--- config.mk ---
export PLATFORM = sky130hd
export DESIGN_NAME = uart_cmd_rx
export DESIGN_NICKNAME = d
export VERILOG_FILES = /design/src/rtl/uart_cmd_pkg.sv /design/src/rtl/uart_byte_rx.sv /design/src/rtl/uart_cmd_rx.sv
export SDC_FILE = /design/constraint.sdc
export NUM_CORES = 1
export LEC_CHECK = 0
export BUFFER_PORTS_ARGS = -buffer_cell sky130_fd_sc_hd__buf_2
export CELL_PAD_IN_SITES_DETAIL_PLACEMENT = 0
export CELL_PAD_IN_SITES_GLOBAL_PLACEMENT = 1
export CORE_ASPECT_RATIO = 0.8
export CORE_MARGIN = 1
export CORE_UTILIZATION = 50
export DETAILED_ROUTE_END_ITERATION = 12
export PLACE_DENSITY = 0.95
export SKIP_CTS_REPAIR_TIMING = 1
export SLEW_MARGIN = 20
export SYNTH_ARGS = -nofsm -noshare
export SYNTH_HDL_FRONTEND = slang
export SYNTH_SLANG_ARGS = --single-unit
--- constraint.sdc ---
create_clock -name clk -period 6.28 [get_ports clk]
set_input_delay 0.314 -clock clk [delete_from_list [all_inputs] [get_ports clk]]
set_output_delay 0.314 -clock clk [all_outputs]
set_load 0.01 [all_outputs]
--- src/rtl/uart_cmd_pkg.sv ---
// Shared types and ASCII helpers for the UART hex command receiver.
package uart_cmd_pkg;

  typedef enum logic [2:0] {
    P_IDLE,
    P_ADDR,
    P_SPACE,
    P_DATA,
    P_CR,
    P_HOLD,
    P_DISCARD
  } parse_state_t;

  typedef enum logic [1:0] {
    IDLE,
    START,
    DATA,
    STOP
  } rx_state_t;

  localparam logic [7:0] CH_CR = 8'h0D;
  localparam logic [7:0] CH_LF = 8'h0A;
  localparam logic [7:0] CH_SP = 8'h20;
  localparam logic [7:0] CH_W  = 8'h57;
  localparam logic [7:0] CH_R  = 8'h52;

  // Returns {valid, nibble}; valid is 0 for anything that is not a hex digit.
  function automatic logic [4:0] hex_val(input logic [7:0] ch);
    logic [4:0] res;
    res = 5'b0;
    if (ch >= 8'h30 && ch <= 8'h39)
      res = {1'b1, 4'(ch - 8'h30)};
    else if (ch >= 8'h41 && ch <= 8'h46)
      res = {1'b1, 4'(ch - 8'h37)};
    else if (ch >= 8'h61 && ch <= 8'h66)
      res = {1'b1, 4'(ch - 8'h57)};
    return res;
  endfunction

endpackage

--- src/rtl/uart_byte_rx.sv ---
// UART 8N1 byte receiver: 2-FF synchroniser, mid-bit sampling, framing check.
module uart_byte_rx
  import uart_cmd_pkg::*;
#(
  parameter int CLKS_PER_BIT = 104
) (
  input  logic       clk,
  input  logic       greset,
  input  logic       uart_rx,
  output logic       byte_valid,
  output logic [7:0] byte_data,
  output logic       frame_err
);

  localparam logic [15:0] HALF = 16'(CLKS_PER_BIT / 2);
  localparam logic [15:0] LAST = 16'(CLKS_PER_BIT - 1);

  rx_state_t   state, state_n;
  logic        sync0, sync1, rx_prev;
  logic [15:0] cnt, cnt_n;
  logic [2:0]  bit_idx, bit_n;
  logic [7:0]  shift, shift_n;
  logic        byte_valid_n, frame_err_n;

  always_ff @(posedge clk) begin
    if (!greset) begin
      sync0      <= 1'b1;
      sync1      <= 1'b1;
      rx_prev    <= 1'b1;
      state      <= IDLE;
      cnt        <= 16'd0;
      bit_idx    <= 3'd0;
      shift      <= 8'd0;
      byte_valid <= 1'b0;
      frame_err  <= 1'b0;
    end else begin
      sync0      <= uart_rx;
      sync1      <= sync0;
      rx_prev    <= sync1;
      state      <= state_n;
      cnt        <= cnt_n;
      bit_idx    <= bit_n;
      shift      <= shift_n;
      byte_valid <= byte_valid_n;
      frame_err  <= frame_err_n;
    end
  end

  // A start needs a real 1->0 edge, so after a framing error the line must
  // go idle again before the next byte is accepted.
  always_comb begin
    state_n      = state;
    cnt_n        = cnt + 16'd1;
    bit_n        = bit_idx;
    shift_n      = shift;
    byte_valid_n = 1'b0;
    frame_err_n  = 1'b0;
    case (state)
      IDLE: begin
        cnt_n = 16'd0;
        if (rx_prev && !sync1)
          state_n = START;
      end
      START: begin
        if (cnt == HALF) begin
          if (sync1) begin
            state_n = IDLE;
          end else begin
            cnt_n   = 16'd0;
            bit_n   = 3'd0;
            state_n = DATA;
          end
        end
      end
      DATA: begin
        if (cnt == LAST) begin
          cnt_n   = 16'd0;
          shift_n = {sync1, shift[7:1]};
          bit_n   = bit_idx + 3'd1;
          if (bit_idx == 3'd7)
            state_n = STOP;
        end
      end
      STOP: begin
        if (cnt == LAST) begin
          state_n = IDLE;
          if (sync1)
            byte_valid_n = 1'b1;
          else
            frame_err_n = 1'b1;
        end
      end
      default: state_n = IDLE;
    endcase
  end

  assign byte_data = shift;

endmodule

--- src/rtl/uart_cmd_rx.sv ---
// UART hex command parser ("Waaaa dd\r" / "Raaaa\r") driving a valid/ready request.
// Read commands are only accepted when UART_CMD_READ_EN is defined.
module uart_cmd_rx
  import uart_cmd_pkg::*;
#(
  parameter int CLKS_PER_BIT = 104,
  parameter int ADDR_W       = 16
) (
  input  logic              clk,
  input  logic              greset,
  input  logic              uart_rx,
  output logic              cmd_valid,
  input  logic              cmd_ready,
  output logic              cmd_write,
  output logic [ADDR_W-1:0] cmd_addr,
  output logic [7:0]        cmd_data,
  output logic              err
);

  logic       byte_valid, frame_err;
  logic [7:0] byte_data;

  uart_byte_rx #(
    .CLKS_PER_BIT(CLKS_PER_BIT)
  ) u_byte_rx (
    .clk       (clk),
    .greset    (greset),
    .uart_rx   (uart_rx),
    .byte_valid(byte_valid),
    .byte_data (byte_data),
    .frame_err (frame_err)
  );

  parse_state_t state, state_n;
  logic [1:0]   cnt, cnt_n;
  logic [15:0]  addr_sh, addr_n;
  logic [7:0]   data_sh, data_n;
  logic         is_write, write_n;
  logic         ovr, ovr_n;
  logic         valid_n, load, syn_err, ovr_err;
  logic [4:0]   hex;

  always_ff @(posedge clk) begin
    if (!greset) begin
      state     <= P_IDLE;
      cnt       <= 2'd0;
      addr_sh   <= 16'd0;
      data_sh   <= 8'd0;
      is_write  <= 1'b0;
      ovr       <= 1'b0;
      cmd_valid <= 1'b0;
      cmd_addr  <= '0;
      cmd_data  <= 8'd0;
      err       <= 1'b0;
    end else begin
      state     <= state_n;
      cnt       <= cnt_n;
      addr_sh   <= addr_n;
      data_sh   <= data_n;
      is_write  <= write_n;
      ovr       <= ovr_n;
      cmd_valid <= valid_n;
      err       <= syn_err | ovr_err | frame_err;
      if (load) begin
        cmd_addr <= ADDR_W'(addr_sh);
        cmd_data <= is_write ? data_sh : 8'h00;
      end
    end
  end

`ifdef UART_CMD_READ_EN
  always_ff @(posedge clk) begin
    if (!greset)
      cmd_write <= 1'b0;
    else if (load)
      cmd_write <= is_write;
  end
`else
  assign cmd_write = 1'b1;
`endif

  always_comb begin
    state_n = state;
    cnt_n   = cnt;
    addr_n  = addr_sh;
    data_n  = data_sh;
    write_n = is_write;
    ovr_n   = ovr;
    valid_n = cmd_valid;
    load    = 1'b0;
    syn_err = 1'b0;
    ovr_err = 1'b0;
    hex     = hex_val(byte_data);
    case (state)
      P_IDLE: begin
        if (byte_valid) begin
          if ((byte_data | 8'h20) == (CH_W | 8'h20)) begin
            write_n = 1'b1;
            addr_n  = 16'd0;
            data_n  = 8'd0;
            cnt_n   = 2'd0;
            state_n = P_ADDR;
          end
`ifdef UART_CMD_READ_EN
          else if ((byte_data | 8'h20) == (CH_R | 8'h20)) begin
            write_n = 1'b0;
            addr_n  = 16'd0;
            data_n  = 8'd0;
            cnt_n   = 2'd0;
            state_n = P_ADDR;
          end
`endif
          else if (byte_data != CH_CR && byte_data != CH_LF) begin
            syn_err = 1'b1;
          end
        end
      end
      P_ADDR: begin
        if (byte_valid) begin
          if (hex[4]) begin
            addr_n = {addr_sh[11:0], hex[3:0]};
            cnt_n  = cnt + 2'd1;
            if (cnt == 2'd3)
              state_n = is_write ? P_SPACE : P_CR;
          end else begin
            syn_err = 1'b1;
          end
        end
      end
      P_SPACE: begin
        if (byte_valid) begin
          if (byte_data == CH_SP) begin
            cnt_n   = 2'd0;
            state_n = P_DATA;
          end else begin
            syn_err = 1'b1;
          end
        end
      end
      P_DATA: begin
        if (byte_valid) begin
          if (hex[4]) begin
            data_n = {data_sh[3:0], hex[3:0]};
            cnt_n  = cnt + 2'd1;
            if (cnt == 2'd1)
              state_n = P_CR;
          end else begin
            syn_err = 1'b1;
          end
        end
      end
      P_CR: begin
        if (byte_valid) begin
          if (byte_data == CH_CR) begin
            load    = 1'b1;
            valid_n = 1'b1;
            ovr_n   = 1'b0;
            state_n = P_HOLD;
          end else begin
            syn_err = 1'b1;
          end
        end
      end
      P_HOLD: begin
        // Only the first dropped byte per held command raises err.
        if (byte_valid) begin
          ovr_err = !ovr;
          ovr_n   = 1'b1;
        end
        if (cmd_valid && cmd_ready) begin
          valid_n = 1'b0;
          state_n = ovr_n ? P_DISCARD : P_IDLE;
          ovr_n   = 1'b0;
        end
      end
      P_DISCARD: begin
        if (byte_valid && byte_data == CH_CR)
          state_n = P_IDLE;
      end
      default: state_n = P_IDLE;
    endcase
    // A CR that breaks the grammar already ends the line, so nothing to discard.
    if (syn_err)
      state_n = (byte_data == CH_CR) ? P_IDLE : P_DISCARD;
  end

endmodule

==> impl_metrics.env, run 1 <==
export IMPL_status="finished, final reports clean"
export IMPL_dieArea_um2=9090
export IMPL_placed_cells=597
export IMPL_path_cells="nand2b_1, nor2_1, o21a_1, o21ai_1, nand2_1, o21ai_0, and2_1"
export IMPL_drt_initial_drc_count=183
export IMPL_dpl_cell_area_um2=4460
export IMPL_topRoutingLayerUsed="met4"
export IMPL_synth_edff_count=0
export IMPL_stdcell_area_um2=4670
export IMPL_crit_arrival_ps=2960
export IMPL_start_util_pct=51.5
export IMPL_grt_use_total_pct=19.7
export IMPL_crit_buf_inv=0
export IMPL_pre_cts_ws_ps=3530
export IMPL_power_density_nw_per_um2=210
export IMPL_htreeDepth=3
export IMPL_wl_per_cell_um=13.4
export IMPL_async_flop_share_pct=0
export IMPL_utilization_pct=55.3
export IMPL_crit_path_start="state[0]"
export IMPL_yosysSeqAreaShare_pct=41.9
export IMPL_leakage_nw=1.61
export IMPL_cts_root_buf="clkbuf_8"
export IMPL_cpPeakStageDelay_ps=880
export IMPL_mostFrequentLayoutCells="91 x dfxtp_1, 81 x nand2_1, 31 x nand3_1, 29 x a21boi_0, 28 x buf_2"
export IMPL_drtPass1Iterations=4
export IMPL_multi_input_area_um2=2310
export IMPL_area_growth_syn_to_layout_pct=7.39
export IMPL_tightest_slew_ps=860
export IMPL_num_io_pins=31
export IMPL_rr_startpoint="state[0]"
export IMPL_synth_area_leaders="dfxtp_1 42%, nand2_1 7.0%, a21boi_0 5.0%"
export IMPL_grt_pass1_vias=3092
export IMPL_synth_top_cell_by_area="dfxtp_1"
export IMPL_cts_sinks=91
export IMPL_crit_family="simple AND/OR/NAND/NOR gates"
export IMPL_portBuffers=29
export IMPL_cts_tree="yes"
export IMPL_maxCapViolCount=0
export IMPL_irDropWorstVdd_mv=0.143
export IMPL_nFillCells=777
export IMPL_post_route_min_period_ps=2690
export IMPL_total_power_mw=0.982
export IMPL_drtAntennaViolNets=0
export IMPL_final_common_cell="dfxtp_1"
export IMPL_n_antenna_cell=0
export IMPL_insertion_delay_ps=370
export IMPL_fp_coreArea_um2=8450
export IMPL_relSlewSlack_pct=42.7
export IMPL_hold_class="input port to flip-flop"
export IMPL_numCtsBuffers=9
export IMPL_synth_cell_types=70
export IMPL_yosysWarnings=0
export IMPL_wirelength_um=8210
export IMPL_skew_ps=12.2
export IMPL_yosys_register_bits=91
export IMPL_rsz0062_at_grt="false"
export IMPL_synth_cells=486
export IMPL_dieWidth_um=106
export IMPL_ff_latch_area_um2=1820
export IMPL_required_ps=6550
export IMPL_via_per_inst=5.28
export IMPL_cts_max_path_buffers=2
export IMPL_fmax_mhz=372
export IMPL_synth_area_um2=4350
export IMPL_place_gp_congestion=0.824
export IMPL_synthFlopType="dfxtp_1"
export IMPL_syn_area_per_cell_um2=8.96
export IMPL_drc=0
export IMPL_finalMaxSlewViolations=0
export IMPL_critPathKind="flip-flop to flip-flop"
export IMPL_clk_pin_slew_ps=90
export IMPL_hpwl_um=5650
export IMPL_drive_above_1_share_pct=15.5
export IMPL_period_share_pct=42.8
export IMPL_num_rows=30
export IMPL_overflow=0
export IMPL_end_kind="flip-flop"
export IMPL_die_h_um=85.5
export IMPL_wl_met1_um=3960
export IMPL_grt_max_degree=77
export IMPL_crit_path_top_delay_cell="dfxtp_1"
export IMPL_synth_top_area_share_pct=41.9
export IMPL_layoutNonFillerInstCount=614
export IMPL_finalHoldViolCount=0
export IMPL_vias=3244
export IMPL_met2_length_um=3810
export IMPL_startpoint_type="flip-flop"
export IMPL_hold_worst_slack_ps=120
export IMPL_met3_length_um=336
export IMPL_tns_ps=0
export IMPL_timing_final_ws_setup_ps=3590
export IMPL_synth_nets=500
export IMPL_grt_antenna_before_repair=0
export IMPL_finalSetupViolations=0
export IMPL_hp_start="uart_rx"
export IMPL_grt_pass1_wl_um=14300
export IMPL_worstPathMaxFanout=27
export IMPL_final_nets=511
-- flip-flops by register name, indices dropped and copies added (netlist names), 2 cells and up, named ones only --
register	cells
state	3
cmd_data	8
u_byte_rx.cnt	16
cnt	2
u_byte_rx.byte_data	8
u_byte_rx.bit_idx	3
cmd_addr	16
addr_sh	16
data_sh	8
-- area by class of cell --
class,count,area share [%]
Sequential cell,91,39.0
Clock inverter,4,0.669
Multi-Input combinational cell,353,49.5
Tap cell,112,3.00
Inverter,12,0.964
Clock buffer,12,3.53
Timing Repair Buffer,30,3.40
-- kinds of logic (layout without fill, tap and decap cells) --
kind of cell	count (synthesis)	after routing	synth area share, %
other	1	1	0.0861
xor gates and xnor gates	16	16	3.22
muxes	17	17	3.97
buffers and inverters	42	58	5.03
DFF	91	91	41.9
and+or+nand+nor	219	219	27.2
adders and majority gates	10	10	2.87
AOI/OAI and AO/OA	90	90	15.7
-- path summary, 6_finish.rpt --
check	slack, ps	depth (start not counted)	endpoint
worst max register to register	3590	7	data_sh[6]
worst max-delay path	3590	7	data_sh[6]
worst min register to register	410	1	u_byte_rx.sync1
worst min-delay path	120	2	u_byte_rx.sync0
-- layer usage --
| metal | up-vias | track usage (%) |
|---|---|---|
| met4 | 0 | 7.32 |
| met1 | 1515 | 25.3 |
| met2 | 47 | 31.6 |
| met5 | - | 0 |
| met3 | 9 | 5.22 |
| li1 | 1673 | - |
-- cells in the mapped netlist (2+ instances only) --
cell	count
nand2b_1	8
mux2_2	2
buf_2	6
nand3b_1	2
nor2_2	10
or3_1	2
nor3_4	3
o211ai_1	2
o21ai_0	9
inv_1	12
ha_1	10
a21o_1	3
a21boi_0	29
a31oi_1	3
dfxtp_1	91
xor2_1	7
nand2_1	81
nor3b_2	2
and4_1	2
nor3b_1	2
and2_1	7
o21a_1	3
mux2i_1	15
nor2b_1	20
nand3_1	31
nor2_1	20
a21oi_1	6
and3_1	2
a32oi_1	2
nand4_1	4
a22o_1	2
nor3_1	9
a22oi_1	2
clkbuf_1	16
a21boi_1	14
o21ai_1	2
buf_4	4
xnor2_1	9
-- power breakdown --
part           leakage [nW]  internal [mW]  switching, mW
clock network         0.103          0.179          0.208
logic                 0.771        0.00783        0.00921
registers             0.733          0.578        0.00136
total                  1.61          0.764          0.218
Power figures use the tool's default switching activity.
==> run 2, diff against run 1 <==
--- a/config.mk
+++ b/config.mk
@@ -10,9 +10,9 @@
 export CELL_PAD_IN_SITES_GLOBAL_PLACEMENT = 1
 export CORE_ASPECT_RATIO = 0.8
 export CORE_MARGIN = 1
-export CORE_UTILIZATION = 50
+export CORE_UTILIZATION = 42
 export DETAILED_ROUTE_END_ITERATION = 12
-export PLACE_DENSITY = 0.95
+export PLACE_DENSITY = 0.88
 export SKIP_CTS_REPAIR_TIMING = 1
 export SLEW_MARGIN = 20
 export SYNTH_ARGS = -nofsm -noshare
==> constraint.sdc (replaced) <==
create_clock -name clk -period 2.1 [get_ports clk]
set_input_delay 0.105 -clock clk [delete_from_list [all_inputs] [get_ports clk]]
set_output_delay 0.105 -clock clk [all_outputs]
set_load 0.01 [all_outputs]
==> run 2 against run 1 <==
Wire length grew 9.1%. Power grew to 3.4 times the previous value. Largest power group unchanged. Global-route usage shrank 1.9 points. Clock power grew to 4.0 times the previous value. Combinational power grew to 3.8 times the previous value. Core utilization shrank 1.2 points. Clock-buffer cell count shrank 3. Final cell count grew 10%. First-iteration DRC count shrank 27%. Maximum frequency grew 29%.
==> impl_metrics.env, run 2 (same netlist as run 1, synthesis figures left out) <==
export IMPL_end_kind="flip-flop"
export IMPL_rr_startpoint="u_byte_rx.byte_data[0]"
export IMPL_start_util_pct=44.2
export IMPL_n_antenna_cell=0
export IMPL_grt_max_degree=63
export IMPL_topRoutingLayerUsed="met4"
export IMPL_p_clk_share_pct=46.5
export IMPL_num_io_pins=31
export IMPL_grt_use_total_pct=17.8
export IMPL_mostFrequentLayoutCells="86 x dfxtp_1, 80 x nand2_1, 29 x buf_2, 29 x buf_4, 26 x a21boi_0"
export IMPL_grt_pass1_wl_um=15400
export IMPL_drtPass1Iterations=4
export IMPL_crit_family="compound AO/OA/AOI/OAI gates"
export IMPL_crit_arrival_ps=2360
export IMPL_final_common_cell="dfxtp_1"
export IMPL_rrSetupSlack_ps=10
export IMPL_placed_cells=655
export IMPL_min_to="cmd_valid"
export IMPL_via_per_inst=5.10
export IMPL_seq_power_share_pct=51.6
export IMPL_htreeDepth=3
export IMPL_final_nets=549
export IMPL_wirelength_um=8960
export IMPL_skew_ps=8.58
export IMPL_cpMostUsedCell="buf_6"
export IMPL_crit_buf_inv=3
export IMPL_p_int_mw=2.59
export IMPL_reg2regPathDepth=10
export IMPL_fmax_mhz=479
export IMPL_timing_rr_end="addr_sh[10]"
export IMPL_drc=0
export IMPL_overflow=0
export IMPL_drive_above_1_share_pct=26.3
export IMPL_holdPathStages=4
export IMPL_worstPathMaxFanout=8
export IMPL_portBuffers=29
export IMPL_startpoint_type="flip-flop"
export IMPL_fp_coreArea_um2=9850
export IMPL_vias=3445
export IMPL_cts_max_path_buffers=2
export IMPL_rsz0062_at_grt="true"
export IMPL_total_power_mw=3.36
export IMPL_wl_met1_um=4450
export IMPL_dieWidth_um=116
export IMPL_comb_power_share_pct=1.9
export IMPL_hold_class="input port to flip-flop"
export IMPL_swShare_pct=22.8
export IMPL_status="finished, final reports clean"
export IMPL_die_h_um=93.1
export IMPL_met3_length_um=302
export IMPL_p_switching_mw=0.764
export IMPL_maxCapViolCount=0
export IMPL_grt_antenna_before_repair=0
export IMPL_drt_initial_drc_count=133
export IMPL_cts_root_buf="clkbuf_16"
export IMPL_power_density_nw_per_um2=629
export IMPL_drtAntennaViolNets=0
export IMPL_crit_path_top_delay_cell="a2111oi_4"
export IMPL_leakage_nw=1.89
export IMPL_required_ps=2370
export IMPL_clk_pin_slew_ps=70
export IMPL_numCtsBuffers=9
export IMPL_dieArea_um2=10800
export IMPL_path_cells="buf_6, ha_4, o21bai_4, a2111oi_4, nor3_4, buf_6, nor3_4, buf_6, nand3_1, a21boi_1"
export IMPL_num_rows=32
export IMPL_wl_per_cell_um=13.3
export IMPL_reg_largest_list="addr_sh x16, cmd_addr x16, u_byte_rx.cnt x16"
export IMPL_finalHoldViolCount=0
export IMPL_hp_start="cmd_ready"
export IMPL_finalMaxSlewViolations=0
export IMPL_cpPeakStageDelay_ps=460
export IMPL_finalSetupViolations=0
export IMPL_cts_tree="yes"
export IMPL_period_share_pct=99.4
export IMPL_hpwl_um=6110
export IMPL_grt_pass1_vias=3352
export IMPL_critPathKind="flip-flop to flip-flop"
export IMPL_cts_sinks=91
export IMPL_post_route_min_period_ps=2090
export IMPL_insertion_delay_ps=340
export IMPL_met2_length_um=4090
export IMPL_area_growth_syn_to_layout_pct=22.5
export IMPL_nFillCells=916
export IMPL_place_gp_congestion=0.871
export IMPL_layoutNonFillerInstCount=676
export IMPL_irDropWorstVdd_mv=0.371
run 2: changes by cell type in the layout (fill, tap and decap cells not counted), sizes merged:
| cell | change |
|---|---|
| buf | +36 |
| inv | +4 |
| nand2 | +1 |
| clkinv | -2 |
| dlygate4sd3 | +1 |
| clkinvlp | +1 |
| clkbuf | -3 |
run 2: stage by stage:
| stage | hold slack, ps | instance area (um2) | worst slack, ps | utilization (%) | TNS [ps] |
|---|---|---|---|---|---|
| detailed placement | 294 | 4790 | -49.0 | 48.6 | -239 |
| floorplan | 206 | 4360 | 5.61 | - | 0 |
| CTS | -63.8 | 5080 | -86.0 | 51.6 | -1110 |
| global placement | 288 | 4790 | 11.5 | 48.6 | 0 |
| global route | 171 | 5330 | -100 | 54.1 | -1350 |
| finish | 135 | 5330 | 12.9 | 54.1 | 0 |
run 2: how the worst max path moves through the flow:
stage | endpoint | depth (start not counted) | slack [ps] | start
after global routing | state[1] | 9 | -100 | u_byte_rx.byte_data[0]
after detailed placement | state[1] | 9 | -50 | u_byte_rx.byte_data[0]
after floorplan | addr_sh[10] | 10 | 6 | u_byte_rx.byte_data[0]
after global placement | state[2] | 9 | 10 | u_byte_rx.byte_data[0]
after CTS | state[1] | 9 | -90 | u_byte_rx.byte_data[0]
final | addr_sh[10] | 10 | 10 | u_byte_rx.byte_data[0]
run 2: per-layer routing:
layer / track usage [%] / vias to the layer above
li1: - / 1760
met1: 23.5 / 1624
met2: 28.4 / 50
met4: 5.98 / 0
met5: 0 / -
met3: 4.21 / 11
run 2: power groups by stage:
stage	clock network [mW]	logic, mW	registers, mW
2_1_floorplan	0	0.0458	1.77
3_3_place_gp	0	0.0552	1.77
3_5_place_dp	0	0.0553	1.77
4_1_cts	1.60	0.0554	1.73
5_1_grt	1.67	0.0698	1.73
6_report	1.56	0.0641	1.73
run 2: layout make-up:
cell class	count	area [um2]	area share (%)
Tap cell	136	170	3.19
Clock inverter	7	65.1	1.22
Inverter	12	47.5	0.892
Multi-Input combinational cell	354	2500	46.9
Clock buffer	9	225	4.22
Sequential cell	91	1830	34.3
Timing Repair Buffer	67	498	9.34
run 2: worst reg2reg max path: stages (launching register included):
cell and delay [ps]:
dfxtp_2 360, buf_6 100, ha_4 150, o21bai_4 70
a2111oi_4 460, nor3_4 130, buf_6 140, nor3_4 230
buf_6 190, nand3_1 90, a21boi_1 120
==> run 3, diff against run 2 <==
--- a/config.mk
+++ b/config.mk
@@ -5,14 +5,14 @@
 export SDC_FILE = /design/constraint.sdc
 export NUM_CORES = 1
 export LEC_CHECK = 0
-export BUFFER_PORTS_ARGS = -buffer_cell sky130_fd_sc_hd__buf_2
 export CELL_PAD_IN_SITES_DETAIL_PLACEMENT = 0
 export CELL_PAD_IN_SITES_GLOBAL_PLACEMENT = 1
 export CORE_ASPECT_RATIO = 0.8
 export CORE_MARGIN = 1
-export CORE_UTILIZATION = 42
+export CORE_UTILIZATION = 44
 export DETAILED_ROUTE_END_ITERATION = 12
-export PLACE_DENSITY = 0.88
+export DONT_BUFFER_PORTS = 1
+export PLACE_DENSITY = 0.87
 export SKIP_CTS_REPAIR_TIMING = 1
 export SLEW_MARGIN = 20
 export SYNTH_ARGS = -nofsm -noshare
==> run 3 against run 2 <==
The flow now finishes with violations (negative hold slack, negative setup slack). Setup slack got worse by 16 ps. Clock power rose by 8%. Die area fell by 4.5%. Critical path type unchanged.
==> impl_metrics.env, run 3 (same netlist as run 1, synthesis figures left out) <==
export IMPL_hpwl_um=6140
export IMPL_cpMostUsedCell="nor3_4"
export IMPL_leakage_nw=1.73
export IMPL_crit_path_top_delay_cell="a2111oi_4"
export IMPL_drtAntennaViolNets=0
export IMPL_rrSetupSlack_ps=-3
export IMPL_reg_largest_list="addr_sh x16, cmd_addr x16, u_byte_rx.cnt x16"
export IMPL_timing_final_ws_setup_ps=-3.11
export IMPL_irDropWorstVdd_mv=0.454
export IMPL_drc=0
export IMPL_portBuffers=0
export IMPL_tightest_slew_ps=531
export IMPL_clk_pin_slew_ps=70
export IMPL_grt_max_degree=77
export IMPL_post_route_min_period_ps=2100
export IMPL_cts_tree="yes"
export IMPL_timing_rr_end="addr_sh[14]"
export IMPL_utilization_pct=54.2
export IMPL_drive_above_1_share_pct=22.5
export IMPL_mostFrequentLayoutCells="86 x dfxtp_1, 80 x nand2_1, 26 x a21boi_0, 25 x buf_4"
export IMPL_final_nets=519
export IMPL_period_share_pct=100
export IMPL_place_gp_congestion=0.800
export IMPL_wl_per_cell_um=14.5
export IMPL_power_density_nw_per_um2=664
export IMPL_skew_ps=9.06
export IMPL_hold_class="input port to flip-flop"
export IMPL_area_growth_syn_to_layout_pct=19.5
export IMPL_overflow=0
export IMPL_drt_initial_drc_count=184
export IMPL_htreeDepth=3
export IMPL_violations="negative hold slack, negative setup slack"
export IMPL_num_rows=32
export IMPL_insertion_delay_ps=340
export IMPL_critPathKind="flip-flop to flip-flop"
export IMPL_cts_max_path_buffers=2
export IMPL_startpoint_type="flip-flop"
export IMPL_via_per_inst=5.33
export IMPL_rsz0062_at_grt="true"
export IMPL_stdcell_area_um2=5200
export IMPL_finalMaxSlewViolations=0
export IMPL_dpl_cell_area_um2=4580
export IMPL_rr_startpoint="u_byte_rx.byte_data[1]"
export IMPL_cp_endpoint="addr_sh[14]"
export IMPL_start_util_pct=45.3
export IMPL_crit_cells=10
export IMPL_num_io_pins=31
export IMPL_dieArea_um2=10300
export IMPL_worstPathMaxFanout=8
export IMPL_relSlewSlack_pct=64.4
export IMPL_pre_cts_ws_ps=-58.7
export IMPL_grt_pass1_vias=3152
export IMPL_total_power_mw=3.45
export IMPL_crit_family="compound AO/OA/AOI/OAI gates"
export IMPL_end_kind="flip-flop"
export IMPL_n_antenna_cell=0
export IMPL_vias=3352
export IMPL_final_common_cell="dfxtp_1"
export IMPL_status="finished, violations left"
export IMPL_reg2regPathDepth=10
export IMPL_cts_sinks=91
export IMPL_dieWidth_um=113
export IMPL_fp_coreArea_um2=9610
export IMPL_required_ps=2370
export IMPL_cpPeakStageDelay_ps=470
export IMPL_nFillCells=849
export IMPL_finalHoldViolCount=86
export IMPL_crit_arrival_ps=2370
export IMPL_crit_buf_inv=3
export IMPL_numCtsBuffers=9
export IMPL_wirelength_um=9100
export IMPL_maxCapViolCount=0
export IMPL_grt_use_total_pct=18.3
export IMPL_drtPass1Iterations=4
export IMPL_fmax_mhz=475
export IMPL_hold_worst_slack_ps=-109
export IMPL_crit_path_start="u_byte_rx.byte_data[1]"
export IMPL_grt_pass1_wl_um=15200
export IMPL_cts_root_buf="clkbuf_16"
export IMPL_die_h_um=91.0
export IMPL_finalSetupViolations=1
export IMPL_path_cells="inv_4, ha_4, o21bai_4, a2111oi_4, nor3_4, buf_6, nor3_4, clkbuf_16, nand3_2, a21boi_1"
export IMPL_grt_antenna_before_repair=0
run 3: worst min path at each step:
stage,start,endpoint,cells past startpoint
after detailed placement,greset,u_byte_rx.rx_prev,1
after floorplan,uart_rx,u_byte_rx.sync0,1
after global placement,greset,u_byte_rx.rx_prev,1
after global routing,greset,flip-flop,1
after CTS,greset,u_byte_rx.rx_prev,1
final,greset,flip-flop,1
run 3: worst register-to-register path, cell delays in order, from the launching register on:
cell and delay, ps:
dfxtp_2 330, inv_4 70, ha_4 160, o21bai_4 80, a2111oi_4 470, nor3_4 120
buf_6 140, nor3_4 220, clkbuf_16 220, nand3_2 70, a21boi_1 130
run 3: through the flow:
stage / std cells / TNS (ps)
after detailed placement: 603 / -164
after floorplan: 486 / 0
after global routing: 629 / -1200
after CTS: 619 / -614
after global placement: 603 / 0
final: 629 / -3.11
run 3: cell type report:
class,instances,area [um2],area share [%]
multi-input combinational,354,2500,48.1
sequential,91,1830,35.2
timing repair buffer,37,358,6.88
clock buffer,9,225,4.33
tap,119,149,2.86
clock inverter,7,87.6,1.68
inverter,12,50.0,0.962
run 3: power by group:
group / switching (mW) / leakage, nW / total (mW) / internal [mW]
Sequential: 0.00447 / 0.736 / 1.73 / 1.73
Clock: 0.729 / 0.155 / 1.69 / 0.956
Combinational: 0.0114 / 0.842 / 0.0363 / 0.0250
Total: 0.745 / 1.73 / 3.45 / 2.71
run 3: metal layers:
layer,GRT usage (%),up-vias,share of wire [%]
met5,0,-,0
met2,29.6,53,46
li1,-,1698,-
met1,24.5,1594,49
met3,4.94,7,3.9
met4,4.06,0,0.91
